===== src/rtl/conv_stream_source_pkg.sv =====
// Shared sizing and state type for the convolution engine stream source.
package conv_pkg;
    localparam int XN  = 8;
    localparam int FN  = 4;
    localparam int DW  = 8;
    localparam int YW  = 18;
    localparam int YN  = XN - FN + 1;
    localparam int YCW = $clog2(YN + 1);

    typedef enum logic {
        IDLE = 1'b0,
        RUN  = 1'b1
    } src_state_t;
endpackage


===== src/rtl/conv_stream_source_if.sv =====
// x/f master streams and y slave stream between the source and the conv engine.
interface conv_stream_source_if;
    import conv_pkg::*;

    logic signed [DW-1:0] m_data_out_x;
    logic                 m_valid_x;
    logic                 m_ready_x;
    logic signed [DW-1:0] m_data_out_f;
    logic                 m_valid_f;
    logic                 m_ready_f;
    logic signed [YW-1:0] s_data_in_y;
    logic                 s_valid_y;
    logic                 s_ready_y;

    modport master (
        output m_data_out_x, m_valid_x, input m_ready_x,
        output m_data_out_f, m_valid_f, input m_ready_f,
        input  s_data_in_y,  s_valid_y, output s_ready_y
    );

    modport slave (
        input  m_data_out_x, m_valid_x, output m_ready_x,
        input  m_data_out_f, m_valid_f, output m_ready_f,
        output s_data_in_y,  s_valid_y, input  s_ready_y
    );
endinterface


===== src/rtl/conv_stream_source_tx_buf.sv =====
// Host-loaded register array streamed out once per run over a valid/ready master port.
module stream_tx_buf #(
    parameter  int DEPTH = 8,
    parameter  int W     = 8,
    localparam int IW    = (DEPTH > 1) ? $clog2(DEPTH) : 1,
    localparam int CW    = $clog2(DEPTH + 1)
) (
    input  logic                clk,
    input  logic                reset,
    input  logic                clear,
    input  logic                run,
    input  logic                wr_en,
    input  logic [IW-1:0]       wr_addr,
    input  logic signed [W-1:0] wr_data,
    output logic signed [W-1:0] m_data,
    output logic                m_valid,
    input  logic                m_ready,
    output logic                full_d
);
    logic signed [W-1:0] mem_q [DEPTH];
    logic signed [W-1:0] mem_d [DEPTH];
    logic [CW-1:0]       cnt_q;
    logic [CW-1:0]       cnt_d;
    logic                pending;

    assign pending = (32'(cnt_q) < DEPTH);
    assign m_valid = run && pending;
    assign m_data  = pending ? mem_q[cnt_q[IW-1:0]] : '0;
    // full_d looks at the count after the coming edge so the FSM can leave RUN on that edge
    assign full_d  = (32'(cnt_d) == DEPTH);

    always_comb begin
        mem_d = mem_q;
        cnt_d = cnt_q;
        if (wr_en && !run && (32'(wr_addr) < DEPTH)) begin
            mem_d[wr_addr] = wr_data;
        end
        if (clear) begin
            cnt_d = '0;
        end else if (m_valid && m_ready) begin
            cnt_d = cnt_q + 1'b1;
        end
    end

    always_ff @(posedge clk or negedge reset) begin
        if (!reset) begin
            cnt_q <= '0;
            for (int i = 0; i < DEPTH; i++) begin
                mem_q[i] <= '0;
            end
        end else begin
            cnt_q <= cnt_d;
            mem_q <= mem_d;
        end
    end
endmodule


===== src/rtl/conv_stream_source.sv =====
// Sends x and f to the conv engine on start and captures the returned y results.
//   state | meaning
//   IDLE  | host may load buffers; waiting for start
//   RUN   | streaming x/f out and collecting y until all counts are full
module conv_stream_source
    import conv_pkg::*;
(
    input  logic                 clk,
    input  logic                 reset,
    input  logic                 h_wr_en,
    input  logic                 h_sel,
    input  logic [2:0]           h_addr,
    input  logic signed [DW-1:0] h_data,
    input  logic                 start,
    output logic                 busy,
    output logic                 done,
    conv_stream_source_if.master st,
    input  logic [2:0]           r_addr,
    output logic signed [YW-1:0] r_data
);
    src_state_t           state_q, state_d;
    logic                 done_q, done_d;
    logic [YCW-1:0]       y_cnt_q, y_cnt_d;
    logic signed [YW-1:0] ybuf_q [YN];
    logic signed [YW-1:0] ybuf_d [YN];
    logic signed [YW-1:0] r_data_q, r_data_d;
    logic                 run, clear, x_full, f_full, y_full;

    assign run          = (state_q == RUN);
    assign clear        = !run && start;
    assign busy         = run;
    assign done         = done_q;
    assign r_data       = r_data_q;
    assign st.s_ready_y = run && (32'(y_cnt_q) < YN);
    assign y_full       = (32'(y_cnt_d) == YN);

    stream_tx_buf #(.DEPTH(XN), .W(DW)) u_x_buf (
        .clk, .reset, .clear, .run,
        .wr_en   (h_wr_en && !h_sel),
        .wr_addr (h_addr),
        .wr_data (h_data),
        .m_data  (st.m_data_out_x),
        .m_valid (st.m_valid_x),
        .m_ready (st.m_ready_x),
        .full_d  (x_full)
    );

    stream_tx_buf #(.DEPTH(FN), .W(DW)) u_f_buf (
        .clk, .reset, .clear, .run,
        .wr_en   (h_wr_en && h_sel),
        .wr_addr (h_addr[1:0]),
        .wr_data (h_data),
        .m_data  (st.m_data_out_f),
        .m_valid (st.m_valid_f),
        .m_ready (st.m_ready_f),
        .full_d  (f_full)
    );

    always_comb begin
        state_d = state_q;
        done_d  = done_q;
        case (state_q)
            IDLE: if (start) begin
                state_d = RUN;
                done_d  = 1'b0;
            end
            RUN: if (x_full && f_full && y_full) begin
                state_d = IDLE;
                done_d  = 1'b1;
            end
            default: state_d = IDLE;
        endcase
    end

    // Read uses the pre-edge buffer, so a same-cycle y write shows up one read later
    always_comb begin
        y_cnt_d  = y_cnt_q;
        ybuf_d   = ybuf_q;
        r_data_d = (32'(r_addr) < YN) ? ybuf_q[r_addr] : '0;
        if (clear) begin
            y_cnt_d = '0;
        end else if (st.s_ready_y && st.s_valid_y) begin
            ybuf_d[y_cnt_q] = st.s_data_in_y;
            y_cnt_d         = y_cnt_q + 1'b1;
        end
    end

    always_ff @(posedge clk or negedge reset) begin
        if (!reset) begin
            state_q  <= IDLE;
            done_q   <= 1'b0;
            y_cnt_q  <= '0;
            r_data_q <= '0;
            for (int i = 0; i < YN; i++) begin
                ybuf_q[i] <= '0;
            end
        end else begin
            state_q  <= state_d;
            done_q   <= done_d;
            y_cnt_q  <= y_cnt_d;
            r_data_q <= r_data_d;
            ybuf_q   <= ybuf_d;
        end
    end
endmodule

===== src/flat_wrapper.sv =====
// flat-port wrapper written by rule: the top's interface ports become plain ports
module conv_stream_source_flat import conv_pkg::*;
  (clk, reset, h_wr_en, h_sel, h_addr, h_data, start, busy, done, r_addr, r_data, st_m_data_out_x, st_m_valid_x, st_m_ready_x, st_m_data_out_f, st_m_valid_f, st_m_ready_f, st_s_data_in_y, st_s_valid_y, st_s_ready_y);
  conv_stream_source_if st_i ();
  input  logic clk;
  input  logic reset;
  input  logic h_wr_en;
  input  logic h_sel;
  input  logic [2:0] h_addr;
  input  logic signed [DW-1:0] h_data;
  input  logic start;
  output logic busy;
  output logic done;
  input  logic [2:0] r_addr;
  output logic signed [YW-1:0] r_data;
  output wire logic [$bits(st_i.m_data_out_x)-1:0] st_m_data_out_x;
  output wire logic [$bits(st_i.m_valid_x)-1:0] st_m_valid_x;
  input wire logic [$bits(st_i.m_ready_x)-1:0] st_m_ready_x;
  output wire logic [$bits(st_i.m_data_out_f)-1:0] st_m_data_out_f;
  output wire logic [$bits(st_i.m_valid_f)-1:0] st_m_valid_f;
  input wire logic [$bits(st_i.m_ready_f)-1:0] st_m_ready_f;
  input wire logic [$bits(st_i.s_data_in_y)-1:0] st_s_data_in_y;
  input wire logic [$bits(st_i.s_valid_y)-1:0] st_s_valid_y;
  output wire logic [$bits(st_i.s_ready_y)-1:0] st_s_ready_y;
  assign st_m_data_out_x = st_i.m_data_out_x;
  assign st_m_valid_x = st_i.m_valid_x;
  assign st_i.m_ready_x = st_m_ready_x;
  assign st_m_data_out_f = st_i.m_data_out_f;
  assign st_m_valid_f = st_i.m_valid_f;
  assign st_i.m_ready_f = st_m_ready_f;
  assign st_i.s_data_in_y = st_s_data_in_y;
  assign st_i.s_valid_y = st_s_valid_y;
  assign st_s_ready_y = st_i.s_ready_y;
  conv_stream_source u_core (.clk(clk), .reset(reset), .h_wr_en(h_wr_en), .h_sel(h_sel), .h_addr(h_addr), .h_data(h_data), .start(start), .busy(busy), .done(done), .st(st_i), .r_addr(r_addr), .r_data(r_data));
endmodule

===== config.mk =====
export PLATFORM = sky130hd
export DESIGN_NAME = conv_stream_source_flat
export DESIGN_NICKNAME = d
export VERILOG_FILES = /design/src/rtl/conv_stream_source_pkg.sv /design/src/rtl/conv_stream_source_if.sv /design/src/rtl/conv_stream_source_tx_buf.sv /design/src/rtl/conv_stream_source.sv /design/src/flat_wrapper.sv
export SDC_FILE = /design/constraint.sdc
export NUM_CORES = 1
export LEC_CHECK = 0
export CAP_MARGIN = 20
export CORE_ASPECT_RATIO = 1.2
export CORE_MARGIN = 8
export CORE_UTILIZATION = 60
export CTS_CLUSTER_SIZE = 24
export DETAILED_ROUTE_END_ITERATION = 16
export GPL_TIMING_DRIVEN = 0
export PLACE_DENSITY = 0.9
export SLEW_MARGIN = 10
export SYNTH_ARGS = -nofsm -noshare
export SYNTH_HDL_FRONTEND = slang
export SYNTH_SLANG_ARGS = --single-unit

===== constraint.sdc =====
create_clock -name clk -period 4.1 [get_ports clk]
set_input_delay 0.41 -clock clk [delete_from_list [all_inputs] [get_ports clk]]
set_output_delay 0.41 -clock clk [all_outputs]
set_load 0.01 [all_outputs]

==> results.cfg <==
[run_status]
status = complete, no violations

[clocking]
cts_root_buffer = clkbuf_16
cts_buffers = 21
clock_latency_ns = 0.49
cts_tree = yes
cts_setup_buffers = 0
clock_sinks = 216
clk_pin_slew_ns = 0.07
clockBufferDepth = 3
htreeDepth = 1

[final_layout]
seqCellArea_sq_um = 5410
multi_input_area_sq_um = 4010
drive_above_1_share_pct = 39.8
final_cells = 969
n_fill_cell = 1048
antenna_cells = 0
final_net_count = 789
syn_to_final_growth_pct = 17.4

[die]
die_h_um = 155
core_sq_um = 16100
rows = 51
initial_core_util_pct = 60.5
die_area_sq_um = 20600
io_pins = 79
die_w_um = 132

[worst_setup_path]
cp-end-kind = primary output
path_class = flop to primary output
required_ns = 3.69
crit_arrival_ns = 2.87
startpoint_type = flop
critical_path.max_fanout = 10

[synthesis]
async_flop_share_pct = 100
yosysUniqueCellTypes = 45
postSynthAreaPerCell_sq_um = 15.0
synth-edff-count = 0
syn_area_sq_um = 9720
seq_area_frac_synth_pct = 55.6
synth_flop_cell = dfrtp_1
ys_warn_count = 0
synth_seq_cells = 216
synthCells = 648
synth_nets = 691

[flow_run]
cap_violations = 0

[placement]
post-dp-hpwl_um = 14500
dp_cells = 934
gp_congestion = 0.785
portBuffers = 73

[grt]
grt_use_total_pct = 21.3
grt_pass1_wl_um = 35100
grt_max_degree = 120
grt_pass1_vias = 6735
overflow = 0
antenna_found_initial = 0

[timing]
period_share_pct = 80.0
worst_pin_slew_ns = 0.792
finClkSkew_ns = 0.0116
setup-violations-final = 0
finalMaxSlewViolations = 0
slew_headroom_pct = 46.9
finalHoldViolations = 0
finalCriticalPeriod_ns = 3.28
fmax_ghz = 0.305
rsz0062_at_grt = no
tns_ns = 0

[detailed_routing]
drc = 0
first_pass_iters = 4
wl_per_cell_um = 22.2
drtAntennaViolNets = 0
vias = 5829
viasPerCell = 6.02
drtIter0Drc = 374
drt_wl_total_um = 21500

[min_path]
hold_class = input port to flop

[power]
p_leak_uw = 0.00522
ir_worst_vdd_v = 0.000478
powerDensity_nw_per_um2 = 626
cells in the mapped netlist, drive strengths merged, types with 3 or more instances:
cell type / number / area, sq um
a22o: 7 / 61.3
nor3: 4 / 30.0
dfrtp: 216 / 5410
inv: 23 / 86.3
nand2: 33 / 126
mux2i: 8 / 80.1
clkbuf: 13 / 48.8
nor2b: 6 / 37.5
ha: 3 / 37.5
nor2: 14 / 60.1
nand2b: 3 / 26.3
nor3b: 3 / 43.8
a21oi: 7 / 35.0
and2: 9 / 56.3
mux2: 189 / 2170
o21ai: 21 / 105
mux4: 42 / 946
buf: 26 / 179
flip-flops by register name (all words and copies together), names as in the netlist:
signal and count:
u_core.busy 1, u_core.done 1, u_core.r_data 18, u_core.u_f_buf.cnt_q 3, u_core.u_f_buf.mem_q 32, u_core.u_x_buf.cnt_q 4, u_core.u_x_buf.mem_q 64, u_core.y_cnt_q 3
u_core.ybuf_q 90
cell type report:
type	count	area share [%]
Sequential cell	216	47.3
Clock buffer	30	5.34
Buffer	39	1.99
Clock inverter	4	0.395
Inverter	23	0.756
Multi-Input combinational cell	370	35.1
Tap cell	212	2.32
Timing Repair Buffer	75	6.77
critical path, stage by stage, from the launching register on:
cell	delay [ns]
dfrtp_1	0.35
buf_2	0.27
buf_1	0.58
mux4_2	0.34
mux2i_1	0.07
nor2_1	0.18
clkdlybuf4s50_1	0.58
power breakdown:
part           switching [uW]  internal (uW)  total (uW)
clock network             775           1090        1860
logic                     840           1200        2040
registers                 403           2840        3250
total                    2020           5130        7150
logic make-up after synthesis:
| family | Yosys count | share of synthesized area, % |
|---|---|---|
| mux | 239 | 32.9 |
| flops | 216 | 55.6 |
| simple gates | 83 | 4.95 |
| buf+inv | 62 | 3.23 |
| compound gates | 42 | 2.71 |
| xor+xnor | 3 | 0.270 |
| fa+ha+maj | 3 | 0.386 |
through the flow:
| stage | area, sq um | setup slack, ns | util (%) | power (uW) | hold slack, ns |
|---|---|---|---|---|---|
| after floorplan | 9720 | 2.28 | - | 4600 | 0.114 |
| after global placement | 10700 | -5.56 | 66.7 | 5110 | 0.460 |
| after detailed placement | 10800 | 1.35 | 66.9 | 5310 | 0.459 |
| after CTS | 11400 | 0.813 | 71.0 | 7210 | 0.432 |
| after global routing | 11400 | 0.709 | 71.0 | 7500 | 0.466 |
| final | 11400 | 0.821 | 71.0 | 7150 | 0.454 |
path summary, 6_finish.rpt:
kind	startpoint	to	slack [ns]	depth (start not counted)
worst max-delay path	u_core.u_x_buf.cnt_q[1]	st_m_data_out_x[6]	0.82	6
worst min-delay path	h_addr[0]	u_core.u_f_buf.mem_q[12]	0.45	3
worst max register to register	u_core.busy	u_core.done	2.08	5
worst min register to register	u_core.ybuf_q[17]	u_core.r_data[17]	0.48	2
max in group asynchronous	reset	u_core.r_data[10]	2.52	3
min in group asynchronous	reset	u_core.u_x_buf.mem_q[11]	0.53	2
metal layers:
layer  vias up  GRT usage (%)  wire length, um
met1      3104           24.1             8250
met4         0           6.88              427
li1       2527              -                -
met2       160           39.9            11800
met3        38           3.48              984
met5         -              0                0
cells in the final DEF, fill, tap and decap left out, drive strengths merged, types with 8 or more instances in the layout:
master / netlist / layout
and2: 9 / 9
buf: 26 / 28
clkbuf: 13 / 43
clkdlybuf4s50: 0 / 72
dfrtp: 216 / 216
inv: 23 / 23
mux2: 189 / 189
mux2i: 8 / 8
mux4: 42 / 42
nand2: 33 / 33
nor2: 14 / 14
o21ai: 21 / 21
what timing repair did:
| item | CTS | global route |
|---|---|---|
| hold buffers | 1 | 0 |
| endpoints found under the hold margin | 97 | 0 |
| gates resized for setup | 0 | 0 |
Power figures use the tool's default switching activity.
